--- src/rtl/lsu_pkg.sv ---
// Shared types and constants for the load/store unit: FSM states,
// RV32I funct3 encodings and the byte-lane select width.
package lsu_pkg;

  typedef enum logic [2:0] {
    IDLE,
    LOAD,
    RMW_READ,
    WRITE,
    RESP
  } lsu_state_e;

  localparam logic [2:0] F3_B  = 3'b000;
  localparam logic [2:0] F3_H  = 3'b001;
  localparam logic [2:0] F3_W  = 3'b010;
  localparam logic [2:0] F3_BU = 3'b100;
  localparam logic [2:0] F3_HU = 3'b101;

  localparam int LANE_SEL_W = 2;

endpackage

--- src/rtl/lsu_align.sv ---
// Combinational lane logic: extracts and extends load data from a RAM word,
// and merges sub-word store data into a RAM word for read-modify-write.
module lsu_align
  import lsu_pkg::*;
(
  input  logic [31:0]           word_i,
  input  logic [31:0]           wdata_i,
  input  logic [LANE_SEL_W-1:0] lane_i,
  input  logic [2:0]            funct3_i,
  output logic [31:0]           load_data_o,
  output logic [31:0]           merged_o
);

  logic [4:0]  byteShamt;
  logic [4:0]  halfShamt;
  logic [31:0] shiftedWord;
  logic [7:0]  byteSel;
  logic [15:0] halfSel;

  assign byteShamt   = {lane_i, 3'b000};
  assign halfShamt   = {lane_i[1], 4'b0000};
  assign shiftedWord = word_i >> byteShamt;
  assign byteSel     = shiftedWord[7:0];
  assign halfSel     = lane_i[1] ? word_i[31:16] : word_i[15:0];

  always_comb begin
    load_data_o = '0;
    unique case (funct3_i)
      F3_B:    load_data_o = {{24{byteSel[7]}}, byteSel};
      F3_H:    load_data_o = {{16{halfSel[15]}}, halfSel};
      F3_W:    load_data_o = word_i;
      F3_BU:   load_data_o = {24'h0, byteSel};
      F3_HU:   load_data_o = {16'h0, halfSel};
      default: load_data_o = '0;
    endcase
  end

  // Lanes outside the addressed byte/half keep the RAM contents.
  always_comb begin
    merged_o = wdata_i;
    unique case (funct3_i)
      F3_B: merged_o = (word_i & ~(32'h0000_00FF << byteShamt))
                     | ({24'h0, wdata_i[7:0]} << byteShamt);
      F3_H: merged_o = (word_i & ~(32'h0000_FFFF << halfShamt))
                     | ({16'h0, wdata_i[15:0]} << halfShamt);
      default: merged_o = wdata_i;
    endcase
  end

endmodule

--- src/rtl/load_store_unit.sv ---
// Multi-cycle load/store front-end between the CPU and a word-addressed RAM:
// sub-word loads with extension, read-modify-write stores, access checking.
module load_store_unit
  import lsu_pkg::*;
#(
  parameter int MEM_WORDS = 64
) (
  input  logic        clk,
  input  logic        reset,
  input  logic        req_valid,
  output logic        req_ready,
  input  logic        req_store,
  input  logic [2:0]  req_funct3,
  input  logic [31:0] req_addr,
  input  logic [31:0] req_wdata,
  output logic        resp_valid,
  output logic [31:0] resp_rdata,
  output logic        resp_err,
  output logic [31:0] mem_addr,
  output logic [31:0] mem_wdata,
  output logic        mem_wr_en,
  input  logic [31:0] mem_rdata
);

  localparam logic [29:0] MaxWord = 30'(MEM_WORDS);

  lsu_state_e  state_q, state_d;
  logic        store_q, store_d;
  logic [2:0]  funct3_q, funct3_d;
  logic [31:0] addr_q, addr_d;
  logic [31:0] wdata_q, wdata_d;
  logic [31:0] word_q, word_d;
  logic [31:0] rdata_q, rdata_d;
  logic        err_q, err_d;

  logic        illegalF3;
  logic        misaligned;
  logic        outOfRange;
  logic        reqErr;
  logic [31:0] loadData;
  logic [31:0] mergedWord;

  lsu_align u_align (
    .word_i     (mem_rdata),
    .wdata_i    (wdata_q),
    .lane_i     (addr_q[1:0]),
    .funct3_i   (funct3_q),
    .load_data_o(loadData),
    .merged_o   (mergedWord)
  );

  // Any of the three checks aborts the access before the RAM is touched.
  assign illegalF3  = req_store ? !(req_funct3 inside {F3_B, F3_H, F3_W})
                                : !(req_funct3 inside {F3_B, F3_H, F3_W, F3_BU, F3_HU});
  assign misaligned = ((req_funct3[1:0] == 2'b01) && req_addr[0])
                   || ((req_funct3[1:0] == 2'b10) && (req_addr[1:0] != 2'b00));
  assign outOfRange = req_addr[31:2] >= MaxWord;
  assign reqErr     = illegalF3 || misaligned || outOfRange;

  always_comb begin
    state_d  = state_q;
    store_d  = store_q;
    funct3_d = funct3_q;
    addr_d   = addr_q;
    wdata_d  = wdata_q;
    word_d   = word_q;
    rdata_d  = rdata_q;
    err_d    = err_q;
    unique case (state_q)
      IDLE: begin
        if (req_valid) begin
          store_d  = req_store;
          funct3_d = req_funct3;
          addr_d   = req_addr;
          wdata_d  = req_wdata;
          word_d   = req_wdata;
          rdata_d  = '0;
          err_d    = reqErr;
          if (reqErr)                  state_d = RESP;
          else if (!req_store)         state_d = LOAD;
          else if (req_funct3 == F3_W) state_d = WRITE;
          else                         state_d = RMW_READ;
        end
      end
      LOAD: begin
        rdata_d = loadData;
        state_d = RESP;
      end
      RMW_READ: begin
        word_d  = mergedWord;
        state_d = WRITE;
      end
      WRITE:   state_d = RESP;
      RESP:    state_d = IDLE;
      default: state_d = IDLE;
    endcase
  end

  always_ff @(posedge clk) begin
    if (reset) begin
      state_q  <= IDLE;
      store_q  <= 1'b0;
      funct3_q <= '0;
      addr_q   <= '0;
      wdata_q  <= '0;
      word_q   <= '0;
      rdata_q  <= '0;
      err_q    <= 1'b0;
    end else begin
      state_q  <= state_d;
      store_q  <= store_d;
      funct3_q <= funct3_d;
      addr_q   <= addr_d;
      wdata_q  <= wdata_d;
      word_q   <= word_d;
      rdata_q  <= rdata_d;
      err_q    <= err_d;
    end
  end

  // Gating with reset keeps a reset that lands in WRITE from corrupting RAM.
  assign req_ready  = (state_q == IDLE);
  assign resp_valid = (state_q == RESP);
  assign resp_rdata = (store_q || err_q) ? 32'h0 : rdata_q;
  assign resp_err   = err_q;
  assign mem_addr   = addr_q;
  assign mem_wdata  = word_q;
  assign mem_wr_en  = (state_q == WRITE) && !reset;

endmodule

--- config.mk ---
export PLATFORM = sky130hd
export DESIGN_NAME = load_store_unit
export DESIGN_NICKNAME = d
export VERILOG_FILES = /design/src/rtl/lsu_pkg.sv /design/src/rtl/lsu_align.sv /design/src/rtl/load_store_unit.sv
export SDC_FILE = /design/constraint.sdc
export NUM_CORES = 1
export LEC_CHECK = 0
export ABC_AREA = 1
export CELL_PAD_IN_SITES_DETAIL_PLACEMENT = 1
export CELL_PAD_IN_SITES_GLOBAL_PLACEMENT = 2
export CORE_MARGIN = 4
export CORE_UTILIZATION = 23
export DETAILED_ROUTE_END_ITERATION = 6
export PLACE_DENSITY_LB_ADDON = 0.2
export SYNTH_ARGS = -nofsm -noshare
export SYNTH_HDL_FRONTEND = slang
export SYNTH_HIERARCHICAL = 1
export SYNTH_SLANG_ARGS = --single-unit
--- constraint.sdc ---
create_clock -name clk -period 1.6 [get_ports clk]
set_clock_uncertainty 0.2 [all_clocks]
set_input_delay 0.32 -clock clk [delete_from_list [all_inputs] [get_ports clk]]
set_output_delay 0.32 -clock clk [all_outputs]
set_load 0.02 [all_outputs]
==> impl_metrics.py, run 1 <==
metrics = {
    "timing": {
        "layout_min_cycle_time_ns": 2.079,
        "setup_viol": 161,
        "setup_ws_ns": -0.4785,
        "slew_violations": 0,
        "max_freq_mhz": 481.1,
        "hold_ws_ns": 0.1670,
        "rsz0062_at_grt": "true",
        "worst_pin_slew_ns": 0.8065,
        "relSlewSlack": 0.4624,
        "hold_viol_final": 0,
        "fin_crit_sh": 1.299,
    },
    "route": {
        "num_vias": 10201,
        "wire_per_inst_um": 20.51,
        "drtIter0Drc": 500,
        "firstDrtPassIters": 5,
        "vias_per_cell": 4.791,
        "wl_um": 43670,
        "ant_nets": 0,
        "drc": 0,
    },
    "grt": {
        "grt_max_degree": 53,
        "track_usage": 0.2077,
        "met2_usage": 0.3338,
        "antenna_found_initial": 5,
        "met3_usage": 0.04429,
        "grt_pass1_wl_um": 59280,
        "use_met1": 0.2780,
        "grt_overflow": 0,
        "first_global_vias": 10187,
        "busiest_layer": "met2",
    },
    "floorplan": {
        "die_x_um": 193.1,
        "top_level_ports": 203,
        "die_area_um2": 37290,
        "rows": 67,
        "die_y_um": 193.1,
        "core_um2": 33700,
        "initial_utilization": 0.2338,
    },
    "critical_path": {
        "cp.required_ns": 1.08,
        "cp_max_fo": 5,
        "arrival_ns": 1.56,
        "reg2reg_slack_ns": -0.33,
        "r2r_end": "mem_wdata[22]$_SDFFE_PP0P_",
        "r2r_cells": 13,
        "path_cells": "or2_4 > buf_12 > buf_16 > nor2_4 > buf_6",
        "r2r-start": "funct3_q[0]$_SDFFE_PP0P_",
        "cp.depth": 5,
        "cp_top_family": "buffers and inverters",
        "startpoint_type": "flop",
        "crit_buf_inv": 3,
        "end_kind": "output port",
        "crit_slowest_cell": "dfxtp_4",
        "max_stage_delay_ns": 0.34,
        "critPathKind": "reg -> out",
    },
    "synth": {
        "synth_most_common_cell": "nand2_1",
        "syn_inst": 1304,
        "synthTopCellsByCount": "nand2_1 (449), nand3_1 (196), dfxtp_1 (136), inv_1 (126), a21oi_1 (104)",
        "yosys_most_used_dff": "dfxtp_1",
        "synth_edf_count": 0,
        "synth_top_area_frac": 0.3455,
        "yosysSeqAreaShare": 0.3455,
        "async_flop_share": 0,
        "netlist_area_um2": 7880,
        "ys_types": 25,
        "synthTopCellsByArea": "dfxtp_1 (35%), nand2_1 (21%), nand3_1 (12%), a21oi_1 (6.6%), inv_1 (6.0%)",
        "synth.avg_cell_area_um2": 6.043,
        "yosysTopAreaCell": "dfxtp_1",
        "ys_warn_count": 6,
        "syn-num-nets": 1407,
        "ys_ff_latch": 136,
    },
    "clock_network": {
        "cts_buffer_depth": 2,
        "htree_levels": 4,
        "clk_latency_ns": 0.44,
        "cts_buffers": 17,
        "root_buffer": "clkbuf_16",
        "tritoncts": "done",
        "clk_pin_slew_worst_paths_ns": 0.06,
        "cts.sinks": 136,
    },
    "cells_and_area": {
        "fin_cells": 2129,
        "multi_input_area_um2": 6336,
        "syn2layout_area_growth_pct": 96.70,
        "nFillCells": 3986,
        "drive_gt1_frac": 0.4797,
        "fin_util": 0.4599,
        "nets": 1770,
        "ff_latch_area_um2": 2749,
    },
    "power_and_ir_drop": {
        "vdd_drop_max_mv": 0.5742,
        "p_per_area_nw_per_um2": 747.7,
        "power.leakage_nw": 7.027,
        "total_power_mw": 11.59,
    },
    "placed_design": {
        "placedCellCount": 2005,
        "portBuffers": 202,
        "hpwl_um": 27420,
        "globalplace.congestion": 0.8617,
        "pre_cts_slack_ns": -0.4650,
    },
    "outcome": {
        "status": "complete, but fails checks",
        "violations": "negative setup slack",
    },
    "hold_path": {
        "holdPathEnd": "mem_addr[12]$_SDFFE_PP0P_",
        "hp-start": "reset",
        "hold_class": "in -> reg",
        "whs_path_depth": 3,
    },
    "job": {
        "maxCapViolations": 0,
    },
}
-- power breakdown --
group	total, mW	switching [mW]	internal, mW
clock	3.89	1.57	2.32
sequential	3.69	0.150	3.54
combinational	4.00	2.17	1.84
-- what timing repair did --
action / CTS / global route
pin swaps: 119 / 134
gates cloned: 16 / 23
endpoints found under the setup margin: 217 / 195
resized for setup: 618 / 433
setup buffers: 35 / 31
hold buffers: 0 / 0
-- logic make-up after synthesis --
family	count (synthesis)	synth area share
buf+inv	222	0.1215
flops	136	0.3455
compound gates	155	0.1011
simple gates	791	0.4319
-- tightest hold or removal path: cells and delay by family --
family,cells,cell delay [ns]
buffers and inverters,2,0.40
AO/OA/AOI/OAI,1,0.04
-- layout by cell type (no fill, tap or decap), types with 6 or more instances in the layout --
cell,synthesis,layout
nor2_1,94,53
nand2_2,2,108
o21ai_0,41,27
inv_2,7,14
nand2_1,449,269
o211ai_1,8,8
buf_4,10,136
nand4_1,33,33
buf_2,41,46
dfxtp_4,0,6
buf_8,0,9
nor2_4,2,41
clkbuf_16,0,31
buf_12,0,34
nand3_4,0,16
clkdlybuf4s15_2,0,12
a21oi_2,0,63
clkdlybuf4s50_1,0,101
nand3_1,196,90
nand3_2,0,90
buf_6,4,62
dfxtp_1,136,127
buf_16,0,13
o21ai_1,1,7
nand2_4,2,73
a21oi_1,104,41
inv_1,126,112
-- state kept, by name, summed over array words and instances (netlist names) --
signal / flops
funct3_q: 3
mem_addr: 32
mem_wdata: 32
rdata_q: 32
resp_err: 1
state_q: 3
store_q: 1
wdata_q: 32
-- routing by layer --
layer	share of wire	up-vias
met3	0.054	65
li1	-	4908
met2	0.48	260
met5	0.00057	-
met1	0.44	4964
met4	0.027	4
-- stage by stage --
stage | cell area [µm²] | TNS (ns)
after floorplan | 8233 | -0.05521
after global placement | 11530 | -50.32
after detailed placement | 11530 | -53.25
after CTS | 13570 | -27.64
after global routing | 15500 | -40.35
final | 15500 | -29.47
-- cell type report --
| cell class | instances | area share |
|---|---|---|
| Sequential cell | 136 | 0.1773 |
| Timing Repair inverter | 1 | 0.001049 |
| Clock inverter | 7 | 0.006296 |
| Timing Repair Buffer | 430 | 0.3043 |
| Multi-Input combinational cell | 947 | 0.4088 |
| Inverter | 134 | 0.03600 |
| Antenna cell | 3 | 0.0004843 |
| Tap cell | 448 | 0.03616 |
| Clock buffer | 23 | 0.02954 |
-- how the worst max path moves through the flow --
| stage | startpoint | end |
|---|---|---|
| floorplan | state_q[1]$_SDFFE_PP0P_ | mem_wr_en |
| global placement | resp_err$_SDFFE_PP0P_ | resp_rdata[11] |
| detailed placement | mem_rdata[7] | rdata_q[17]$_SDFFE_PP0P_ |
| CTS | resp_err$_SDFFE_PP0P_ | resp_rdata[14] |
| global route | resp_err$_SDFFE_PP0P_ | resp_rdata[21] |
| finish | resp_err$_SDFFE_PP0P_ | resp_rdata[14] |
No activity file was read; power rests on OpenSTA's default activity.
==> run 2, diff against run 1 <==
--- a/config.mk
+++ b/config.mk
@@ -12,6 +12,8 @@
 export CORE_UTILIZATION = 23
 export DETAILED_ROUTE_END_ITERATION = 6
 export PLACE_DENSITY_LB_ADDON = 0.2
+export SETUP_SLACK_MARGIN = 0.3
+export SKIP_CTS_REPAIR_TIMING = 1
 export SYNTH_ARGS = -nofsm -noshare
 export SYNTH_HDL_FRONTEND = slang
 export SYNTH_HIERARCHICAL = 1
==> run 2 against run 1 <==
  * The run still ends with negative setup slack left
  * Global-route usage down 1.6 points
  * Largest cell class unchanged
  * Design area fell by 3.7%
  * Critical path type unchanged
  * Power is 0.97% lower
  * Highest routed layer is now met4
  * Routed wire length decreased by 5.2%
==> impl_metrics.py, run 2 (synthesis results as in run 1) <==
metrics = {
    "placed_design": {
        "placedCellCount": 2023,
        "globalplace.congestion": 0.8951,
        "portBuffers": 202,
        "hpwl_um": 27730,
    },
    "critical_path": {
        "arrival_ns": 1.49,
        "max_stage_delay_ns": 0.35,
        "r2r_end": "mem_wdata[13]$_SDFFE_PP0P_",
        "r2r_cells": 13,
        "crit_slowest_cell": "dfxtp_4",
        "cp.required_ns": 1.08,
        "cp_max_fo": 5,
        "startpoint_type": "flop",
        "path_cells": "or2_4 > clkbuf_16 > nor2_4 > buf_6",
        "end_kind": "output port",
        "critPathKind": "reg -> out",
        "reg2reg_slack_ns": -0.28,
        "r2r-start": "state_q[0]$_SDFFE_PP0P_",
    },
    "cells_and_area": {
        "syn2layout_area_growth_pct": 89.50,
        "final_cell_mix": "nand2_1 (314), buf_4 (145), nand3_1 (135)",
        "drive_gt1_frac": 0.4393,
        "fin_cells": 2114,
        "final_common_cell": "nand2_1",
        "nFillCells": 4069,
        "fin_util": 0.4431,
        "nets": 1755,
    },
    "timing": {
        "hold_ws_ns": 0.2318,
        "relSlewSlack": 0.6327,
        "rsz0062_at_grt": "true",
        "tns_ns": -37.73,
        "max_freq_mhz": 498.4,
        "hold_viol_final": 0,
        "layout_min_cycle_time_ns": 2.006,
        "slew_violations": 0,
        "fin_crit_sh": 1.254,
        "setup_ws_ns": -0.4063,
        "setup_viol": 170,
        "worst_pin_slew_ns": 0.5510,
    },
    "hold_path": {
        "whs_path_depth": 3,
        "hp-start": "req_addr[7]",
        "hold_class": "in -> reg",
        "holdPathEnd": "mem_addr[7]$_SDFFE_PP0P_",
    },
    "route": {
        "drtIter0Drc": 545,
        "firstDrtPassIters": 5,
        "wire_per_inst_um": 19.59,
        "ant_nets": 0,
        "drc": 0,
        "vias_per_cell": 4.719,
        "num_vias": 9975,
        "wl_um": 41400,
    },
    "clock_network": {
        "cts_buffer_depth": 2,
        "clk_pin_slew_worst_paths_ns": 0.07,
        "clk_latency_ns": 0.43,
        "cts.sinks": 136,
        "tritoncts": "done",
        "root_buffer": "clkbuf_16",
        "cts_buffers": 17,
        "htree_levels": 4,
    },
    "job": {
        "maxCapViolations": 0,
    },
    "power_and_ir_drop": {
        "vdd_drop_max_mv": 0.7246,
        "power.leakage_nw": 6.798,
        "p_per_area_nw_per_um2": 768.6,
        "total_power_mw": 11.48,
    },
    "outcome": {
        "violations": "negative setup slack",
        "status": "complete, but fails checks",
    },
    "floorplan": {
        "die_area_um2": 37290,
        "top_level_ports": 203,
        "core_um2": 33700,
        "initial_utilization": 0.2338,
        "rows": 67,
        "die_y_um": 193.1,
        "die_x_um": 193.1,
    },
    "grt": {
        "grt_pass1_wl_um": 55360,
        "antenna_found_initial": 1,
        "track_usage": 0.1918,
        "grt_overflow": 0,
        "grt_max_degree": 40,
        "first_global_vias": 9588,
    },
}
run 2: how the worst max path moves through the flow:
stage                                startpoint                  endpoint  cells after the start
final                     resp_err$_SDFFE_PP0P_            resp_rdata[30]                      4
after global routing      resp_err$_SDFFE_PP0P_            resp_rdata[22]                      4
after CTS                 resp_err$_SDFFE_PP0P_             resp_rdata[7]                      4
after detailed placement          mem_rdata[15]  rdata_q[30]$_SDFFE_PP0P_                      9
after global placement            mem_rdata[15]   rdata_q[9]$_SDFFE_PP0P_                     10
after floorplan           resp_err$_SDFFE_PP0P_            resp_rdata[10]                      4
run 2: report_power, final:
group | total (mW) | internal [mW] | leakage (nW) | switching [mW]
logic | 3.54 | 1.66 | 5.35 | 1.88
registers | 3.74 | 3.56 | 1.14 | 0.181
clock network | 4.20 | 2.58 | 0.301 | 1.62
run 2: final cells by class:
cell class | count | area, µm² | share of cell area
Multi-Input combinational cell | 947 | 5754 | 0.3853
Timing Repair Buffer | 416 | 4603 | 0.3083
Sequential cell | 136 | 2833 | 0.1897
Inverter | 134 | 564.3 | 0.03779
Tap cell | 448 | 560.5 | 0.03754
Clock buffer | 20 | 467.9 | 0.03134
Clock inverter | 11 | 145.1 | 0.009719
Antenna cell | 2 | 5.005 | 0.0003351
run 2: critical path, delay by kind of cell (launching register included):
kind,cells,cell delay [ns]
AND/OR/NAND/NOR,2,0.40
flip-flops,1,0.35
buffers and inverters,2,0.30
run 2: per-layer routing:
| layer | routed length, µm | part of all wire | global-route usage |
|---|---|---|---|
| met1 | 18870 | 0.46 | 0.2671 |
| met2 | 20440 | 0.49 | 0.3194 |
| met3 | 1368 | 0.033 | 0.02773 |
| met4 | 724 | 0.017 | 0.03595 |
| met5 | 0 | 0 | 0 |
run 2: through the flow:
stage,setup WS (ns),instance area [µm²]
floorplan,0.006593,8504
global placement,-0.4552,11890
detailed placement,-0.4980,11890
CTS,-0.9238,12500
global route,-0.4711,14930
finish,-0.4063,14930
